--- src/rtl/anton_neopixel_stream.sv ---
// anton_neopixel_stream: walks the raw pixel buffer and serialises each byte MSB-first as WS2812 NRZ.
// Build option `NEOPIXEL_STREAM_INVERT_EN inverts neoData (idle level 1) for an inverting level shifter.
`ifndef BUFFER_END_DEFAULT
`define BUFFER_END_DEFAULT 511
`endif

module anton_neopixel_stream #(
  parameter int BUFFER_END   = `BUFFER_END_DEFAULT,
  parameter int T0H_CYCLES   = 3,
  parameter int T1H_CYCLES   = 6,
  parameter int BIT_CYCLES   = 10,
  parameter int RESET_CYCLES = 400,
  localparam int BUFFER_BITS = $clog2(BUFFER_END + 1)
) (
  input  logic                   busClk,
  input  logic                   busRstn,
  output logic [BUFFER_BITS-1:0] pixelIxComb,
  input  logic [7:0]             pixelByte,
  input  logic [12:0]            regMax,
  input  logic                   regCtrlInit,
  input  logic                   regCtrlLimit,
  input  logic                   regCtrlRun,
  input  logic                   regCtrl32bit,
  output logic                   state,
  output logic                   streamSyncOf,
  output logic                   neoData
);

  localparam int CNT_BITS = $clog2(BIT_CYCLES);
  localparam int GAP_BITS = $clog2(RESET_CYCLES);
`ifdef NEOPIXEL_STREAM_INVERT_EN
  localparam logic LINE_IDLE = 1'b1;
`else
  localparam logic LINE_IDLE = 1'b0;
`endif

  typedef enum logic [1:0] {S_IDLE, S_STREAM, S_RESET} fsm_t;

  fsm_t                   fsm_reg, fsm_next;
  logic [BUFFER_BITS-1:0] pixel_ix_reg, pixel_ix_next;
  logic [2:0]             bit_ix_reg, bit_ix_next;
  logic [CNT_BITS-1:0]    cycle_cnt_reg, cycle_cnt_next;
  logic [GAP_BITS-1:0]    gap_cnt_reg, gap_cnt_next;
  logic                   neo_reg, neo_next;
  logic                   sync_reg, sync_next;
  logic [BUFFER_BITS-1:0] last_ix;
  logic [BUFFER_BITS-1:0] step;
  logic                   cur_bit;
  logic                   bit_end;

  always_comb begin
    if (!regCtrlLimit) begin
      last_ix = BUFFER_BITS'(BUFFER_END);
    end else if (regCtrl32bit) begin
      last_ix = BUFFER_BITS'({regMax, 2'b10});
    end else begin
      last_ix = BUFFER_BITS'(regMax);
    end
  end

  // In 32-bit layout channel 3 is never transmitted, so channel 2 jumps straight to the next pixel.
  assign step    = (regCtrl32bit && pixel_ix_reg[1:0] == 2'd2) ? BUFFER_BITS'(2) : BUFFER_BITS'(1);
  assign cur_bit = pixelByte[bit_ix_reg];
  assign bit_end = (cycle_cnt_reg == CNT_BITS'(BIT_CYCLES - 1));

  always_comb begin
    fsm_next       = fsm_reg;
    pixel_ix_next  = pixel_ix_reg;
    bit_ix_next    = bit_ix_reg;
    cycle_cnt_next = cycle_cnt_reg;
    gap_cnt_next   = gap_cnt_reg;
    neo_next       = 1'b0;
    if (regCtrlInit) begin
      fsm_next       = S_IDLE;
      pixel_ix_next  = '0;
      bit_ix_next    = 3'd7;
      cycle_cnt_next = '0;
      gap_cnt_next   = '0;
    end else begin
      case (fsm_reg)
        S_IDLE: begin
          if (regCtrlRun) begin
            fsm_next       = S_STREAM;
            pixel_ix_next  = '0;
            bit_ix_next    = 3'd7;
            cycle_cnt_next = '0;
          end
        end
        S_STREAM: begin
          neo_next = (cycle_cnt_reg < (cur_bit ? CNT_BITS'(T1H_CYCLES) : CNT_BITS'(T0H_CYCLES)));
          if (bit_end) begin
            cycle_cnt_next = '0;
            bit_ix_next    = bit_ix_reg - 3'd1;
            if (bit_ix_reg == 3'd0) begin
              if (pixel_ix_reg >= last_ix) begin
                pixel_ix_next = '0;
                gap_cnt_next  = '0;
                fsm_next      = S_RESET;
              end else begin
                pixel_ix_next = pixel_ix_reg + step;
              end
            end
          end else begin
            cycle_cnt_next = cycle_cnt_reg + CNT_BITS'(1);
          end
        end
        S_RESET: begin
          if (gap_cnt_reg == GAP_BITS'(RESET_CYCLES - 1)) begin
            gap_cnt_next = '0;
            fsm_next     = S_IDLE;
          end else begin
            gap_cnt_next = gap_cnt_reg + GAP_BITS'(1);
          end
        end
        default: fsm_next = S_IDLE;
      endcase
    end
    // Pulse is high during the final gap clock so the run bit is updated on the edge into IDLE.
    sync_next = (fsm_next == S_RESET) && (gap_cnt_next == GAP_BITS'(RESET_CYCLES - 1));
  end

  always_ff @(posedge busClk) begin
    if (!busRstn) begin
      fsm_reg       <= S_IDLE;
      pixel_ix_reg  <= '0;
      bit_ix_reg    <= 3'd7;
      cycle_cnt_reg <= '0;
      gap_cnt_reg   <= '0;
      neo_reg       <= LINE_IDLE;
      sync_reg      <= 1'b0;
    end else begin
      fsm_reg       <= fsm_next;
      pixel_ix_reg  <= pixel_ix_next;
      bit_ix_reg    <= bit_ix_next;
      cycle_cnt_reg <= cycle_cnt_next;
      gap_cnt_reg   <= gap_cnt_next;
      neo_reg       <= neo_next ^ LINE_IDLE;
      sync_reg      <= sync_next;
    end
  end

  assign pixelIxComb  = pixel_ix_next;
  assign state        = (fsm_reg == S_STREAM);
  assign streamSyncOf = sync_reg;
  assign neoData      = neo_reg;

endmodule

--- config.mk ---
export PLATFORM = sky130hd
export DESIGN_NAME = anton_neopixel_stream
export DESIGN_NICKNAME = d
export VERILOG_FILES = /design/src/rtl/anton_neopixel_stream.sv
export SDC_FILE = /design/constraint.sdc
export NUM_CORES = 1
export LEC_CHECK = 0
export ABC_AREA = 1
export CAP_MARGIN = 20
export CELL_PAD_IN_SITES_DETAIL_PLACEMENT = 1
export CELL_PAD_IN_SITES_GLOBAL_PLACEMENT = 2
export CORE_MARGIN = 4
export CORE_UTILIZATION = 31
export DETAILED_ROUTE_END_ITERATION = 10
export PLACE_DENSITY_LB_ADDON = 0.1
export SYNTH_ARGS = -nofsm -noshare
export SYNTH_HDL_FRONTEND = slang
export SYNTH_SLANG_ARGS = --single-unit
export TNS_END_PERCENT = 1
--- constraint.sdc ---
create_clock -name busClk -period 8.2 [get_ports busClk]
set_input_delay 1.23 -clock busClk [delete_from_list [all_inputs] [get_ports busClk]]
set_output_delay 1.23 -clock busClk [all_outputs]
set_load 0.05 [all_outputs]
==> impl_results.md <==
* Final Max Tran Viols at 0
* Synth top area share at approximately a quarter
* Worst hold slack at 522 ps
* Final hold viol count at 0
* Post-synth ARST share at 0%
* Nets@finish at 458
* Relative slew margins at 53.2%
* Min-Delay Path Class: flop to flop
* Vias in the first global route at ~2500
* Unique masters post-synth at 35
* Crit end category: primary output
* Most frequent cell after synthesis: nand2_1
* WL/cell at approximately 14 µm
* P&R area growth vs syn at 23.4%
* Layout Cells excl Fill at 510
* Mapped Area at between 2000 and 2500 µm²
* Core ar. at about 7300 µm²
* WL final at slightly below 7000 µm
* Via count at ~2400
* Placed insts at 502
* Drt via density at 4.75
* Post-synth top area cell: dfxtp_1
* Mapped Cells at approximately 380
* Routed Antenna Nets at 0
* Full die area at approximately 9000 µm²
* Starting DRT DRC Count at 48
* Final Core Density at between 30% and 40%
* Seq cells post-synth at 29
* Hold buffer count at cts at 0
* Setup TNS at 0 ps
* Crit path launch type: primary input
* Placement row count at 31
* Post-synth top cells: nand2_1 (81), nor2_1 (61), inv_1 (47), a21oi_1 (30), dfxtp_1 (29)
* ANT cells at 0
* Clock skew at roughly 14 ps
* Worst-Margin Slew at roughly 700 ps
* Crit Path Category: primary input to primary output
* Fmax at around 0.16 GHz
* All-Layer GR Usage at 16.7%
* PnR worst setup slack at slightly below 2000 ps
* Setup Fix Bufs, Post-CTS at 0
* Clock root buffer: clkbuf_8
* Worst EP arrival at between 4000 and 5000 ps
* Final non-filler cell area at 2910 µm²
* Post-synth EDFFs at 0
* Final total power at around 360 µW
* Layout cell share with drive strength beyond 1 at under 10%
* Die Y at roughly 95 µm
* GR Overflow Total at 0
* Die width at around 95 µm
* Average size of a mapped cell at about 6.3 µm²
* Initial Util at 32.2%
* Dominant synthesized flop cell: dfxtp_1
* Total CTS buffers at 5
* Clk sinks at 29
* Fin crit share at roughly three quarters
* CTS max path bufs at 2
* Status: finished, final reports clean
* Final setup fails at 0
* Pre-CTS WS at approximately 1900 ps
* Leakage power at between 1 and 1.5 nW
* Htree depth at 2
* CTS tree: built
* Tmin final at approximately 6200 ps
* Cts repair resizes at 0
* GP Congestion at about 0.76
* Syn_nets at ~420
* Largest net degree at the start of global routing at 20
* Drt pass-1 iters at 4
* Post-DP HPWL at about 5400 µm
* # DRC at 0
* Largest cells by area after synthesis: dfxtp_1 (25%), nand2_1 (13%), ha_1 (11%), nor2_1 (9.7%), inv_1 (7.5%)
* YS warnings at 0
* Clk pin slew, worst setup/hold paths at around 80 ps
* Post-DP Area at ~2800 µm²
* Critical Path RT at approximately 7000 ps
* Sequential element share of the synthesized area at between 20% and 30%
* VDD IR max at ~77 µV
* Power Dens Cells at about 120 nW/µm²
* # port buffers at 34
* I/O pins at 39
* First-pass GRT wire length at 11800 µm
* Max-cap violations at 0
* RSZ-0062 raised after global routing: false
* Clock Latency Late Sink at 290 ps
* Initial antenna violation count at 0
* Critical path fanouts, max at 11
[placed cells by master (no fill, tap or decap), drive strengths merged, types with 6 or more instances in the layout]
cell type | synthesis | final
nor2 | 66 | 66
inv | 54 | 54
nand2 | 84 | 84
clkbuf | 5 | 6
nand3 | 28 | 28
ha | 21 | 21
dfxtp | 29 | 29
nor3 | 6 | 6
o21ai | 24 | 24
a21oi | 30 | 30
clkdlybuf4s50 | 0 | 34
xor2 | 6 | 6
[final timing paths]
check	from	endpoint	slack, ps	cells after the start
worst max-delay path	regCtrl32bit	pixelIxComb[4]	1980	15
worst min-delay path	bit_ix_reg[1]	bit_ix_reg[1]	520	2
worst max register to register	fsm_reg[1]	bit_ix_reg[2]	5690	9
worst min register to register	bit_ix_reg[1]	bit_ix_reg[1]	520	2
[logic make-up (layout without fill, tap and decap cells)]
logic type,after synthesis,in the layout,share of synthesized area (%)
AND/OR/NAND/NOR,190,190,35.8
buffers and inverters,65,100,10.8
AO/OA/AOI/OAI,64,64,15.1
flip-flops,29,29,24.6
adder cells (fa/ha/maj),21,21,11.1
XOR/XNOR,7,7,2.60
[worst max-delay path: stages]
cell	delay, ps
clkdlybuf4s50_1	620
clkinv_1	320
a21oi_1	250
ha_1	260
a21o_1	160
nor2_1	130
nand3_2	180
nand2_2	260
nand2_1	220
a21oi_1	170
o21ai_0	100
nand2_1	80
inv_1	50
nor2_1	120
clkdlybuf4s50_1	820
[layout make-up]
cell class / instances / area [µm²]
flip-flops and latches: 29 / 581
fillers: 973 / 4420
clock inverters: 2 / 37.5
clock buffers: 6 / 82.6
well taps: 99 / 124
inverters: 57 / 214
repair buffers: 35 / 348
multi-input cells: 282 / 1530
[metal layers]
metal	GRT usage, %	wire (µm)	vias to the layer above
met5	0	0	-
met4	3.97	97	0
met3	3.63	216	6
met2	29.2	3400	28
met1	20.7	3230	1113
li1	-	-	1276
[report_power, final]
| group | switching (mW) | internal [mW] | total, mW |
|---|---|---|---|
| registers | 0.00236 | 0.143 | 0.145 |
| clock network | 0.0644 | 0.0989 | 0.163 |
| logic | 0.0308 | 0.0213 | 0.0521 |
| total | 0.0976 | 0.263 | 0.361 |
(Power assumes the default switching activity.)
